**config.mk**
```make
export PLATFORM = sky130hd
export DESIGN_NAME = hazard_fwd_unit
export DESIGN_NICKNAME = d
export VERILOG_FILES = /design/src/rtl/hazard_fwd_unit.sv
export SDC_FILE = /design/constraint.sdc
export NUM_CORES = 1
export LEC_CHECK = 0
export BUFFER_PORTS_ARGS = -buffer_cell sky130_fd_sc_hd__buf_4
export CORE_UTILIZATION = 57
export DETAILED_ROUTE_END_ITERATION = 6
export PLACE_DENSITY = 0.95
export SLEW_MARGIN = 0
export SYNTH_ARGS = -nofsm -noshare
export SYNTH_HDL_FRONTEND = slang
export SYNTH_SLANG_ARGS = --single-unit
```
**constraint.sdc**
```tcl
create_clock -name clk -period 6.18 [get_ports clk]
set_clock_uncertainty 0.15 [all_clocks]
set_input_delay 0.927 -clock clk [delete_from_list [all_inputs] [get_ports clk]]
set_output_delay 0.927 -clock clk [all_outputs]
set_load 0.01 [all_outputs]
```
**src/rtl/hazard_fwd_unit.sv**
```systemverilog
// Hazard and forwarding controller for the 5-stage RV32I pipeline: tracks in-flight
// destinations, registers EX forwarding selects, raises load-use stalls and redirect flushes.
module hazard_fwd_unit #(
  parameter int unsigned RA_W       = 5,
  parameter int unsigned DEPTH      = 3,
  parameter int unsigned LOAD_STAGE = 2,
  parameter int unsigned CNT_W      = 16
) (
  input  logic                     clk,
  input  logic                     rst_n,
  input  logic                     pipe_en,
  input  logic                     id_valid,
  input  logic [RA_W-1:0]          id_rs1,
  input  logic [RA_W-1:0]          id_rs2,
  input  logic                     id_use_rs1,
  input  logic                     id_use_rs2,
  input  logic [RA_W-1:0]          id_rd,
  input  logic                     id_regwrite,
  input  logic                     id_memread,
  input  logic                     ex_redirect,
  output logic                     stall_if,
  output logic                     bubble_ex,
  output logic                     flush_id,
  output logic [$clog2(DEPTH)-1:0] fwd_rs1,
  output logic [$clog2(DEPTH)-1:0] fwd_rs2,
  output logic [CNT_W-1:0]         stall_cnt,
  output logic [CNT_W-1:0]         flush_cnt
);

  localparam int unsigned FW = $clog2(DEPTH);
  localparam int unsigned NS = DEPTH - 1;

  // The oldest slot is never searched (regfile write-through covers it), so only
  // slots 0..DEPTH-2 are stored; dropping it on the shift is equivalent.
  logic            slot_valid [NS];
  logic [RA_W-1:0] slot_rd    [NS];
  logic            slot_rw    [NS];
  logic            slot_ld    [NS];

  logic          hit1, hit2;
  logic          near_ld1, near_ld2;
  logic [FW-1:0] sel1, sel2;
  logic          load_use;
  logic          redirect;
  logic          stall;

  always_comb begin
    hit1     = 1'b0;
    hit2     = 1'b0;
    near_ld1 = 1'b0;
    near_ld2 = 1'b0;
    sel1     = '0;
    sel2     = '0;
    // Walk oldest to youngest so the youngest match overwrites older ones.
    for (int unsigned k = 0; k < NS; k++) begin
      int unsigned j;
      j = NS - 1 - k;
      if (slot_valid[j] && slot_rw[j] && (slot_rd[j] == id_rs1) &&
          (id_rs1 != '0) && id_use_rs1) begin
        hit1     = 1'b1;
        sel1     = FW'(j + 1);
        near_ld1 = slot_ld[j] && ((j + 1) < LOAD_STAGE);
      end
      if (slot_valid[j] && slot_rw[j] && (slot_rd[j] == id_rs2) &&
          (id_rs2 != '0) && id_use_rs2) begin
        hit2     = 1'b1;
        sel2     = FW'(j + 1);
        near_ld2 = slot_ld[j] && ((j + 1) < LOAD_STAGE);
      end
    end
  end

  always_comb begin
    load_use  = id_valid && ((hit1 && near_ld1) || (hit2 && near_ld2));
    redirect  = rst_n && ex_redirect;
    stall     = rst_n && !ex_redirect && load_use;
    stall_if  = stall;
    bubble_ex = stall || redirect;
    flush_id  = redirect;
  end

  always_ff @(posedge clk) begin
    if (!rst_n) begin
      for (int unsigned j = 0; j < NS; j++) begin
        slot_valid[j] <= 1'b0;
        slot_rd[j]    <= '0;
        slot_rw[j]    <= 1'b0;
        slot_ld[j]    <= 1'b0;
      end
      fwd_rs1 <= '0;
      fwd_rs2 <= '0;
    end else if (pipe_en) begin
      for (int unsigned j = 1; j < NS; j++) begin
        slot_valid[j] <= slot_valid[j-1];
        slot_rd[j]    <= slot_rd[j-1];
        slot_rw[j]    <= slot_rw[j-1];
        slot_ld[j]    <= slot_ld[j-1];
      end
      slot_valid[0] <= id_valid && !bubble_ex;
      slot_rd[0]    <= id_rd;
      slot_rw[0]    <= id_regwrite;
      slot_ld[0]    <= id_memread;
      fwd_rs1       <= bubble_ex ? '0 : (hit1 ? sel1 : '0);
      fwd_rs2       <= bubble_ex ? '0 : (hit2 ? sel2 : '0);
    end
  end

  always_ff @(posedge clk) begin
    if (!rst_n) begin
      stall_cnt <= '0;
      flush_cnt <= '0;
    end else if (pipe_en) begin
      if (stall && (stall_cnt != '1))
        stall_cnt <= stall_cnt + 1'b1;
      if (redirect && (flush_cnt != '1))
        flush_cnt <= flush_cnt + 1'b1;
    end
  end

endmodule

```
## Yosys cells after proc, flatten, opt, wreduce, memory -nomap -nowiden

Memory sizes are Yosys's and may differ from the RTL's.
Cells that the tools add are included.

| word-level totals | value |
|---|---|
| word-level logic and storage cells | 81 |
| memories kept | 4 |
| flip-flop bits (word level) | 36 |
| bits in writable memories | 16 |

| operators by class | value |
|---|---|
| add/sub/neg operators | 2 |
| reduce and logical (&&, ||, !) cells | 31 |
| mux-type cells | 26 |
| equality and inequality tests | 6 |
| bitwise operators | 8 |

Memory list:

| memory | depth | width | rd ports | clocked after Yosys merged registers in | wr ports | line | text |
|---|---|---|---|---|---|---|---|
| slot_rd | 2 | 5 | 2 | 0 | 2 | 36 | `logic [RA_W-1:0] slot_rd [NS];` |
| slot_ld | 2 | 1 | 1 | 0 | 2 | 38 | `logic slot_ld [NS];` |
| slot_rw | 2 | 1 | 2 | 0 | 2 | 37 | `logic slot_rw [NS];` |
| slot_valid | 2 | 1 | 2 | 0 | 2 | 35 | `logic slot_valid [NS];` |

Operators with widths:

| kind | count |
|---|---|
| $add 16x1->16 const B | 2 |
| $ne 16x16->1 const B | 2 |
| $logic_and 1x1->1 | 23 |
| $eq 5x5->1 | 4 |
| $mux 1 | 16 |
| $mux 2 | 8 |
| $mux 5 | 2 |
| $reduce_bool 5->1 | 2 |
| $or 1x1->1 | 8 |
| $reduce_and 2->1 | 2 |
| $logic_not 1->1 | 2 |
| $logic_or 1x1->1 | 2 |

## Depth between registers and ports, before layout

| logic depth | value |
|---|---|
| depth in word-level cells | 14 |
| mapped depth | 9 |

## Worst setup path before layout

No wires, ideal clock.

| path | value |
|---|---|
| kind | input port to output port |
| start | input id_rs2[1] |
| end | output bubble_ex |
| data required time | 5.103 ns |
| path slack | 3.078 ns |
| buffers on the path | 0 |
| stages | 5 |
| arrival | 2.025 ns |
| cell sequence | or4_1 -> o21ai_1 -> nor3_2 -> o21ai_1 -> nand2_1 |

| between the ends | value |
|---|---|
| word-level cells in the longest chain between the ends | 11 |
| elaborated cells between the ends (all ways) | 17 |
| classes of those cells | 2 x eq/ne; 3 x mux; 12 x reduce/logical |

Ends and longest elaborated chain:

| element | line | text |
|---|---|---|
| from (decl) | 14 | `input logic [RA_W-1:0] id_rs2,` |
| $eq 5x5->1 | 64 | `if (slot_valid[j] && slot_rw[j] && (slot_rd[j] == id_rs2) &&` |
| $logic_and 1x1->1 (2 in series) | 64 |  |
| $logic_and 1x1->1 | 65 | `(id_rs2 != '0) && id_use_rs2) begin` |
| $mux 1 (2 in series) | 64 |  |
| $logic_and 1x1->1 (*) | 74 | `load_use = id_valid && ((hit1 && near_ld1) \|\| (hit2 && near_ld2));` |
| $logic_or 1x1->1 (*) | 74 |  |
| $logic_and 1x1->1 (*) | 74 |  |
| $logic_and 1x1->1 (*) | 76 | `stall = rst_n && !ex_redirect && load_use;` |
| $logic_or 1x1->1 (*) | 78 | `bubble_ex = stall \|\| redirect;` |
| to (decl) | 22 | `output logic bubble_ex,` |

Every way passes the cells marked *; elsewhere a longest branch is shown, timed or not.

## Worst setup path in the final report

Same ends and word-level chain as after synthesis.

==> key figures <==
Outcome
  • Outcome: complete, no violations

Synth
  • Adder-cell share of the synthesized area: less than 1%
  • Prevailing post-synth register cell: dfxtp_1
  • Seq/Total Area, Yosys: a little under half
  • Asr flop ratio synth: 0%
  • Syn_nets: around 300
  • Synth Area in Simple Gates: 27.4%
  • Yosys cell types: 36
  • Yosys warnings: 0
  • Synth Area in Compound Gates: 10.3%
  • Post-synth top area share: between 20% and 30%
  • Synth area leaders: dfxtp_1, edfxtp_1, xnor2_1
  • Mapped Cells: 275
  • Xor/xnor share of the synthesized area: 11.7%
  • Main combinational cell family by area after synthesis: simple AND/OR/NAND/NOR gates
  • Area leader, netlist: dfxtp_1
  • Post-Synthesis Cell Area: 2550 um2
  • Synthesis-stage register bit count: 51
  • Number of synthesized flops with an enable pin: 15
  • Avg Cell Area, Syn: slightly above 9 um2
  • Mux share of post-synthesis cell area: less than 1%

Clock tree
  • Num CTS Buffers: 5
  • Clk slew on worst S/H paths: 0.08 ns
  • CTS tree: done
  • Clock Latency Late Sink: between 0.3 and 0.4 ns
  • Clock net sink count: 51
  • CTS max path bufs: 2
  • Hold buffers post-CTS: 0
  • CTS root buf: clkbuf_8
  • Resize count post-CTS: 0
  • Post-CTS Setup Inserts: 0
  • Htree depth: 2

Global route
  • Pin count of the biggest net entering global routing: 33
  • Grt total ovfl: 0
  • Vias in the first global route: 2100
  • First-pass GRT wire length: 9500 um
  • Total track usage: between 20% and 30%
  • Initial antenna violation count: 0

Finish
  • Area occupied by multi-input gates: 1290 um2
  • Fin cells: about 380
  • FF/Latch Area: 1170 um2
  • # diodes: 0
  • Post-route cell area: 3120 um2
  • Layout cells sized above 1: between 20% and 30%
  • # fillers: between 300 and 400
  • Most common cell after layout, fill and taps aside: buf_4
  • Most frequent cells in the layout: buf_4, dfxtp_1, xnor2_1, and3_1
  • Area Overhead vs Synth: 21.9%
  • Nets@finish: roughly 360

Floorplanning
  • Effective utilization at floorplan: 61.7%
  • DIE HEIGHT: 69.0 um
  • Die area: 4750 um2
  • Ports: 63
  • Die Wd: 69.0 um
  • Core footprint: 4140 um2
  • Row cnt: 23

Timing
  • Final slew viol count: 0
  • Final WS setup: 2.74 ns
  • Setup TNS: 0 ns
  • Final setup vio count: 0
  • Worst slew margin: between 30 and 40%
  • RSZ-0062 raised after global routing: false
  • Minimum clock period: between 3 and 4 ns
  • Final Hold Fails: 0
  • Least-Margin Pin Slew: approximately 0.98 ns
  • Fin crit share: 55.7%
  • Peak Freq: 290 MHz

Place
  • Area after DPL: between 3000 and 4000 um2
  • Post-DP HPWL: 4320 um
  • Gpl congestion: 0.901
  • Placement Setup Slack: 2.74 ns
  • Post-Place Cells: 375
  • Port buffer count: 62

Critical path
  • Max Fanout on Critical Path: 5
  • Arr. time, crit path: 2.37 ns
  • Critical Path Source Type: input pin
  • Worst EP required: 5.10 ns
  • WS Path Type: in2out
  • Nature of the critical path endpoint: primary output
  • Worst R2R Path Depth: 6

Detailed routing
  • Starting DRC count in detailed routing: 143
  • WL per Instance: between 15 and 20 um
  • Via count: 2292
  • Routed Antenna Nets: 0
  • Pre-antenna DRT Iters: 4
  • Final WL: 6020 um
  • Via density: between 5 and 6
  • Drt drc: 0

Min path
  • Hold WC Path Type: reg2reg
  • Worst hold stages: 2

Job
  • Number of max-cap violations: 0

Power
  • Worst vdd ir: 0.123 mV
  • Power Density: 198 nW/um2
  • Pleak: 1.23 nW
[metal layers]
metal	up-vias	share of wire, %	global-route usage (%)
met5	-	0	0
met4	0	3.0	14.8
met3	18	4.7	4.77
met2	76	51	47.9
met1	1085	42	32.3
li1	1113	-	-
[cell families (layout without fill, tap and decap cells)]
kind of cell             count (synthesis)  count (layout)
multiplexers                             1               1
AO/OA/AOI/OAI                           45              45
adder cells (fa/ha/maj)                  2               2
AND/OR/NAND/NOR                        123             123
XOR/XNOR                                34              34
buffers and inverters                   19              77
flip-flops                              51              51
[critical path: stages]
cell and delay (ns):
buf_4 0.13, or4_1 0.53, o21ai_1 0.20, nor3_2 0.11, o21ai_1 0.25, nand2_1 0.08
buf_4 0.15
[worst paths after layout]
check                       end  slack, ns     startpoint
setup / recovery      bubble_ex       2.74      id_rs2[1]
hold / removal       fwd_rs2[1]       0.32     fwd_rs2[1]
setup reg to reg  stall_cnt[11]       3.59  slot_rd[0][3]
hold reg to reg      fwd_rs2[1]       0.32     fwd_rs2[1]
[power by group]
part           switching (mW)  internal, mW  leakage [nW]
combinational          0.0262        0.0264         0.724
clock                   0.111        0.0919        0.0484
sequential            0.00843         0.353         0.454
[per-stage QoR]
| step | hold WS (ns) | utilization [%] | power (mW) |
|---|---|---|---|
| after detailed placement | 0.305 | 72.9 | 0.421 |
| final | 0.317 | 75.2 | 0.617 |
| after global placement | 0.290 | 72.9 | 0.418 |
| after CTS | 0.325 | 75.2 | 0.619 |
| after global routing | 0.351 | 75.2 | 0.634 |
| after floorplan | 0.328 | - | 0.396 |
[cell usage after synthesis (5+ instances only)]
master    number
a21oi_1       17
and2_1         5
and3_1        21
clkbuf_1       8
dfxtp_1       36
edfxtp_1      15
inv_1          6
nand2_1       16
nand3_1       18
nand4_1       12
nor2_1        18
o21ai_0       15
or3_1         15
or4_1          6
xnor2_1       24
xor2_1        10
[registers in the layout, summed over array words and instances (netlist names)]
name / flops
flush_cnt: 16
stall_cnt: 16
slot_rd: 10
fwd_rs1: 2
fwd_rs2: 2
slot_rw: 2
slot_valid: 2
slot_ld: 1
[final cells by class]
type | count | share of cell area, %
clock inverter | 1 | 0.281
clock buffer | 7 | 2.77
multi-input combinational | 205 | 41.6
tap | 50 | 2.01
timing repair buffer | 62 | 14.9
sequential | 51 | 37.6
inverter | 7 | 0.843
No activity file was read; power rests on OpenSTA's default activity.
